**config.mk**
```make
export PLATFORM = sky130hd
export DESIGN_NAME = mem_port_arbiter_flat
export DESIGN_NICKNAME = d
export VERILOG_FILES = /design/src/rtl/mem_port_arbiter_if.sv /design/src/rtl/mem_port_arbiter.sv /design/src/flat_wrapper.sv
export SDC_FILE = /design/constraint.sdc
export NUM_CORES = 1
export LEC_CHECK = 0
export BUFFER_PORTS_ARGS = -buffer_cell sky130_fd_sc_hd__buf_2
export CAP_MARGIN = 20
export CORE_AREA = 2 2 106 108
export DETAILED_ROUTE_END_ITERATION = 10
export DIE_AREA = 0 0 108 110
export GPL_ROUTABILITY_DRIVEN = 0
export PLACE_DENSITY = 0.51
export REMOVE_ABC_BUFFERS = 1
export SYNTH_ARGS = -nofsm -noshare
export SYNTH_HDL_FRONTEND = slang
export SYNTH_SLANG_ARGS = --single-unit
```
**constraint.sdc**
```tcl
create_clock -name clk -period 2.25 [get_ports clk]
set_clock_uncertainty 0.2 [all_clocks]
set_input_delay 0.45 -clock clk [delete_from_list [all_inputs] [get_ports clk]]
set_output_delay 0.45 -clock clk [all_outputs]
set_load 0.1 [all_outputs]
```
**src/rtl/mem_port_arbiter_if.sv**
```systemverilog
// Bus bundle between the two requesters, the arbiter and the shared memory port.
// The slave modport is the arbiter's view; master is the view of the surrounding system.
interface mem_port_arbiter_if #(
  parameter int ADDR_W = 32
);
  logic              read_a;
  logic [ADDR_W-1:0] address_a;
  logic [31:0]       rdata_a;
  logic              resp_a;

  logic              read_b;
  logic              write_b;
  logic [ADDR_W-1:0] address_b;
  logic [31:0]       wdata_b;
  logic [3:0]        wmask_b;
  logic [31:0]       rdata_b;
  logic              resp_b;

  logic              mem_read;
  logic              mem_write;
  logic [ADDR_W-1:0] mem_address;
  logic [31:0]       mem_wdata;
  logic [3:0]        mem_wmask;
  logic [31:0]       mem_rdata;
  logic              mem_resp;

  modport slave (
    input  read_a, address_a, read_b, write_b, address_b, wdata_b, wmask_b,
    input  mem_rdata, mem_resp,
    output rdata_a, resp_a, rdata_b, resp_b,
    output mem_read, mem_write, mem_address, mem_wdata, mem_wmask
  );

  modport master (
    output read_a, address_a, read_b, write_b, address_b, wdata_b, wmask_b,
    output mem_rdata, mem_resp,
    input  rdata_a, resp_a, rdata_b, resp_b,
    input  mem_read, mem_write, mem_address, mem_wdata, mem_wmask
  );
endinterface

```
**src/rtl/mem_port_arbiter.sv**
```systemverilog
// Round-robin arbiter sharing one memory port between an instruction (A, read-only)
// and a data (B, read/write) requester, with a no-response watchdog.
module mem_port_arbiter #(
  parameter int ADDR_W  = 32,
  parameter int TIMEOUT = 1024
) (
  input  logic                clk,
  input  logic                rst,
  mem_port_arbiter_if.slave   bus,
  output logic                busy,
  output logic                timeout_err,
  output logic                proto_err
);

  localparam int CNT_W = (TIMEOUT > 1) ? $clog2(TIMEOUT) : 1;
  localparam logic [CNT_W-1:0] WD_LAST = CNT_W'((TIMEOUT > 0) ? TIMEOUT - 1 : 0);

  typedef enum logic [1:0] {IDLE, SERVE_A, SERVE_B} state_t;

  state_t            state_reg, state_next;
  logic              last_b_reg, last_b_next;
  logic [CNT_W-1:0]  wd_cnt_reg;
  logic              timeout_reg;
  logic              proto_reg;
  logic              proto_set;

  logic              mem_read_c, mem_write_c, resp_a_c, resp_b_c, busy_c;
  logic [ADDR_W-1:0] mem_address_c;
  logic [31:0]       mem_wdata_c, rdata_a_c, rdata_b_c;
  logic [3:0]        mem_wmask_c;
  logic              pend_a, pend_b;

  assign pend_a = bus.read_a;
  assign pend_b = bus.read_b | bus.write_b;

  // Everything is forced low while rst is asserted, whatever state is held.
  always_comb begin
    state_next    = state_reg;
    last_b_next   = last_b_reg;
    proto_set     = 1'b0;
    mem_read_c    = 1'b0;
    mem_write_c   = 1'b0;
    mem_address_c = '0;
    mem_wdata_c   = '0;
    mem_wmask_c   = '0;
    resp_a_c      = 1'b0;
    resp_b_c      = 1'b0;
    rdata_a_c     = '0;
    rdata_b_c     = '0;
    busy_c        = 1'b0;
    if (rst) begin
      case (state_reg)
        IDLE: begin
          proto_set = bus.read_b & bus.write_b;
          if (pend_a && pend_b) state_next = last_b_reg ? SERVE_A : SERVE_B;
          else if (pend_a)      state_next = SERVE_A;
          else if (pend_b)      state_next = SERVE_B;
        end
        SERVE_A: begin
          busy_c        = 1'b1;
          mem_read_c    = 1'b1;
          mem_address_c = bus.address_a;
          if (bus.mem_resp) begin
            resp_a_c    = 1'b1;
            rdata_a_c   = bus.mem_rdata;
            last_b_next = 1'b0;
            state_next  = IDLE;
          end
        end
        SERVE_B: begin
          busy_c        = 1'b1;
          // A simultaneous read+write is resolved as a read.
          mem_read_c    = bus.read_b;
          mem_write_c   = bus.write_b & ~bus.read_b;
          mem_address_c = bus.address_b;
          mem_wdata_c   = bus.wdata_b;
          mem_wmask_c   = bus.wmask_b;
          if (bus.mem_resp) begin
            resp_b_c    = 1'b1;
            rdata_b_c   = bus.mem_rdata;
            last_b_next = 1'b1;
            state_next  = IDLE;
          end
        end
        default: state_next = IDLE;
      endcase
    end
  end

  always_ff @(posedge clk) begin
    if (!rst) begin
      state_reg   <= IDLE;
      last_b_reg  <= 1'b1;
      wd_cnt_reg  <= '0;
      timeout_reg <= 1'b0;
      proto_reg   <= 1'b0;
    end else begin
      state_reg  <= state_next;
      last_b_reg <= last_b_next;
      if (proto_set) proto_reg <= 1'b1;
      if (state_reg == IDLE || bus.mem_resp)
        wd_cnt_reg <= '0;
      else if (wd_cnt_reg != WD_LAST)
        wd_cnt_reg <= wd_cnt_reg + CNT_W'(1);
      // Flag only; the transaction keeps waiting for its response.
      if (TIMEOUT > 0 && state_reg != IDLE && !bus.mem_resp && wd_cnt_reg == WD_LAST)
        timeout_reg <= 1'b1;
    end
  end

  assign bus.mem_read    = mem_read_c;
  assign bus.mem_write   = mem_write_c;
  assign bus.mem_address = mem_address_c;
  assign bus.mem_wdata   = mem_wdata_c;
  assign bus.mem_wmask   = mem_wmask_c;
  assign bus.resp_a      = resp_a_c;
  assign bus.rdata_a     = rdata_a_c;
  assign bus.resp_b      = resp_b_c;
  assign bus.rdata_b     = rdata_b_c;
  assign busy            = busy_c;
  assign timeout_err     = rst & timeout_reg;
  assign proto_err       = rst & proto_reg;

endmodule

```
**src/flat_wrapper.sv**
```systemverilog
// flat-port wrapper written by rule: the top's interface ports become plain ports
module mem_port_arbiter_flat 
#(
  parameter int ADDR_W  = 32,
  parameter int TIMEOUT = 1024
)
  (clk, rst, busy, timeout_err, proto_err, bus_read_a, bus_address_a, bus_read_b, bus_write_b, bus_address_b, bus_wdata_b, bus_wmask_b, bus_mem_rdata, bus_mem_resp, bus_rdata_a, bus_resp_a, bus_rdata_b, bus_resp_b, bus_mem_read, bus_mem_write, bus_mem_address, bus_mem_wdata, bus_mem_wmask);
  mem_port_arbiter_if #(.ADDR_W(ADDR_W)) bus_i ();
  input  logic clk;
  input  logic rst;
  output logic busy;
  output logic timeout_err;
  output logic proto_err;
  input wire logic [$bits(bus_i.read_a)-1:0] bus_read_a;
  input wire logic [$bits(bus_i.address_a)-1:0] bus_address_a;
  input wire logic [$bits(bus_i.read_b)-1:0] bus_read_b;
  input wire logic [$bits(bus_i.write_b)-1:0] bus_write_b;
  input wire logic [$bits(bus_i.address_b)-1:0] bus_address_b;
  input wire logic [$bits(bus_i.wdata_b)-1:0] bus_wdata_b;
  input wire logic [$bits(bus_i.wmask_b)-1:0] bus_wmask_b;
  input wire logic [$bits(bus_i.mem_rdata)-1:0] bus_mem_rdata;
  input wire logic [$bits(bus_i.mem_resp)-1:0] bus_mem_resp;
  output wire logic [$bits(bus_i.rdata_a)-1:0] bus_rdata_a;
  output wire logic [$bits(bus_i.resp_a)-1:0] bus_resp_a;
  output wire logic [$bits(bus_i.rdata_b)-1:0] bus_rdata_b;
  output wire logic [$bits(bus_i.resp_b)-1:0] bus_resp_b;
  output wire logic [$bits(bus_i.mem_read)-1:0] bus_mem_read;
  output wire logic [$bits(bus_i.mem_write)-1:0] bus_mem_write;
  output wire logic [$bits(bus_i.mem_address)-1:0] bus_mem_address;
  output wire logic [$bits(bus_i.mem_wdata)-1:0] bus_mem_wdata;
  output wire logic [$bits(bus_i.mem_wmask)-1:0] bus_mem_wmask;
  assign bus_i.read_a = bus_read_a;
  assign bus_i.address_a = bus_address_a;
  assign bus_i.read_b = bus_read_b;
  assign bus_i.write_b = bus_write_b;
  assign bus_i.address_b = bus_address_b;
  assign bus_i.wdata_b = bus_wdata_b;
  assign bus_i.wmask_b = bus_wmask_b;
  assign bus_i.mem_rdata = bus_mem_rdata;
  assign bus_i.mem_resp = bus_mem_resp;
  assign bus_rdata_a = bus_i.rdata_a;
  assign bus_resp_a = bus_i.resp_a;
  assign bus_rdata_b = bus_i.rdata_b;
  assign bus_resp_b = bus_i.resp_b;
  assign bus_mem_read = bus_i.mem_read;
  assign bus_mem_write = bus_i.mem_write;
  assign bus_mem_address = bus_i.mem_address;
  assign bus_mem_wdata = bus_i.mem_wdata;
  assign bus_mem_wmask = bus_i.mem_wmask;
  mem_port_arbiter #(.ADDR_W(ADDR_W), .TIMEOUT(TIMEOUT)) u_core (.clk(clk), .rst(rst), .bus(bus_i), .busy(busy), .timeout_err(timeout_err), .proto_err(proto_err));
endmodule
```
==> impl_metrics.toml <==
[power_and_ir_drop]
p_leak_nw = 2.74
powerDensity_mw_per_mm2 = 317
netSwitchingPower_mw = 1.07
power_mw = 2.06
internal-power_mw = 0.998
ir_worst_vdd_v = 0.000272
sw_frac_of_total_pct = 51.7
power_frac_comb_pct = 75.2
p_seq_share_pct = 14.0
clkPwrFrac_pct = 10.8

[detailed_routing]
route.detailed.drc = 0
avgViaCountPerCell = 4.80
postRouteAntennaNets = 0
firstDrtPassIters = 4
vias = 3358
drt-initial-drc-count = 85
wirelength_mm = 13.4
wire_per_inst_um = 19.2

[timing]
tightest_slew_ns = 0.469
maxSlewHeadroom_pct = 68.3
finalSetupViolCount = 26
final_max_slew_viol_count = 0
rsz0062_at_grt = "true"
hold_viol_final = 0
period_needed_ns = 2.26
min_period_over_period_pct = 101
fin_ws_ns = -0.0136
setup-tns-final_ns = -0.202
fmax_ghz = 0.442

[final_layout]
syn2layout_area_growth_pct = 241
largest_reg_flops = 10
layout_common_cells = "buf_12 (144), buf_2 (137), and2_4 (64), and3_1 (37), nor2_4 (33)"
stdcell_area_mm2 = 0.00652
drive_above_1_share_pct = 79.2
final_common_cell = "buf_12"
n_fill_cell = 816
final_nets = 702

[die]
die_area_mm2 = 0.0119
start_util_pct = 17.9
core_mm2 = 0.0107
io_pins = 277
die_y_um = 110
rows = 38
die_width_um = 108

[status]
violations = "negative setup slack"
status = "finished with violations"

[clock_network]
cts_root_buf = "clkbuf_8"
hold_buffers = 0
clkLatencyLatePin_ns = 0.25
clkTransAtPathRegs_ns = 0.06
cts_buffers = 3
htree_levels = 1
numClockSinks = 15
cts.path.max_buffers = 2
cts_tree = "built"

[worst_setup_path]
crit_path_max_incr_delay_ns = 0.37
critical_path_class = "flip-flop to output port"
worstPathCellList = "inv_6 -> ha_4 -> and3_4 -> clkbuf_16 -> and2_4 -> buf_12"
worstSetupStartpointType = "flip-flop"
cp.required_ns = 1.60
critPathArrivalTime_ns = 1.61
slowest_stage = "dfxtp_4"
endpoint_kind = "output port"
cp_max_fo = 8

[placement]
dpl.hpwl_mm = 9.82
place_area_mm2 = 0.00557
post-place-ws_ns = 0.123
port_buffers = 276

[global_route]
grt_usage_pct = 19.5
grt_util_met3_pct = 8.52
grt_antenna_before_repair = 6
first_global_vias = 3296
top_usage_layer = "met2"
gr-total-overflow = 0
grt_use_met2_pct = 36.3
grt_max_degree = 62
use_met1_pct = 20.5
grt_pass1_wl_mm = 18.1

[run]
maxCapViolations = 0

[synthesis]
syn_inst = 287
synth_seq_cells = 15
ys_seq_area_share_pct = 15.7
synth_warnings = 0
synth_cell_types = 34
avgSynthCellArea_um2 = 6.66
netlist_area_mm2 = 0.00191

[worst_hold_path]
worstHoldPathType = "flip-flop to flip-flop"
==> worst max-delay path: cells and delay by family, from the launching register on <==
| family | cells | cell delay, ns |
|---|---|---|
| adder cells (fa/ha/maj) | 1 | 0.13 |
| buffers and inverters | 3 | 0.42 |
| flip-flops | 1 | 0.37 |
| AND/OR/NAND/NOR | 2 | 0.43 |
==> cells in the mapped netlist <==
library cell	number	area share, %
dfxtp_1	15	16
a21oi_1	5	1.3
a21boi_0	1	0.39
and3_1	39	13
a31oi_1	4	1.3
and3_2	1	0.39
clkbuf_1	26	5.1
nand4_1	3	0.98
o41ai_1	1	0.46
nand2_1	5	0.98
and2_1	66	22
a41oi_1	1	0.46
ha_1	5	3.3
a211oi_1	4	1.6
o21ai_0	3	0.79
nor4b_1	1	0.46
o211ai_1	1	0.39
and2_0	1	0.33
and4b_1	1	0.52
nor4_1	4	1.3
nor2_1	37	7.3
o31a_2	2	1.0
inv_1	7	1.4
or4_1	1	0.39
o31ai_1	2	0.79
buf_2	3	0.79
nand3_4	1	0.92
a2111o_1	1	0.59
nor2b_1	2	0.65
a22oi_1	32	13
and4_1	1	0.46
nor3_1	5	1.3
nand3_1	5	1.3
o21bai_1	1	0.39
==> timing repair <==
| action | 4_1_cts | 5_1_grt |
|---|---|---|
| buffers inserted | 1 | 2 |
| setup endpoints to repair | 104 | 134 |
| pin swaps | 2 | 54 |
| gates cloned | 3 | 6 |
| gates resized for setup | 109 | 77 |
| endpoints found under the hold margin | 0 | 0 |
==> power by group through the flow <==
stage	Combinational [mW]	Clock, mW	Sequential (mW)
floorplan	0.697	0	0.285
global placement	1.23	0	0.286
finish	1.55	0.223	0.289
global route	1.61	0.239	0.290
CTS	1.36	0.225	0.283
detailed placement	1.25	0	0.288
==> routing by layer <==
metal	routed length [um]	up-vias	share of wire [%]
li1	-	1570	-
met1	4780	1592	36
met2	6930	163	52
met3	1440	27	11
met4	227	6	1.7
met5	38	-	0.28
==> cells by family after synthesis <==
logic type      count (synthesis)  share of synthesized area (%)
compound gates                 58                           22.1
buf+inv                        36                           7.27
flops                          15                           15.7
simple gates                  173                           51.7
fa+ha+maj                       5                           3.27
==> per-stage QoR <==
stage | hold slack, ns | std cells | utilization [%]
4_1_cts | 0.296 | 690 | 56.0
5_1_grt | 0.314 | 699 | 60.9
2_1_floorplan | 0.250 | 258 | -
3_5_place_dp | 0.282 | 682 | 52.0
3_3_place_gp | 0.271 | 682 | 52.0
6_report | 0.292 | 700 | 60.9
==> worst paths after layout <==
kind / start / end / cells after the start / slack (ns)
setup / recovery: u_core.state_reg[0]$_SDFFE_PN0P_ / bus_rdata_b[30] / 6 / -0.01
hold / removal: u_core.proto_reg$_SDFFE_PN0P_ / u_core.proto_reg$_SDFFE_PN0P_ / 2 / 0.29
setup reg to reg: u_core.wd_cnt_reg[0]$_SDFFE_PP0P_ / u_core.wd_cnt_reg[2]$_SDFFE_PP0P_ / 4 / 0.50
hold reg to reg: u_core.proto_reg$_SDFFE_PN0P_ / u_core.proto_reg$_SDFFE_PN0P_ / 2 / 0.29
==> cell type report <==
| cell class | count | area, um2 | share of cell area [%] |
|---|---|---|---|
| Timing Repair Buffer | 296 | 3850 | 59.0 |
| Multi-Input combinational cell | 236 | 2110 | 32.3 |
| Sequential cell | 15 | 308 | 4.72 |
| Tap cell | 140 | 175 | 2.69 |
| Clock buffer | 4 | 45.0 | 0.691 |
| Inverter | 7 | 33.8 | 0.518 |
| Antenna cell | 2 | 5.00 | 0.0768 |
Note: power is estimated with default switching activity, not from simulation.
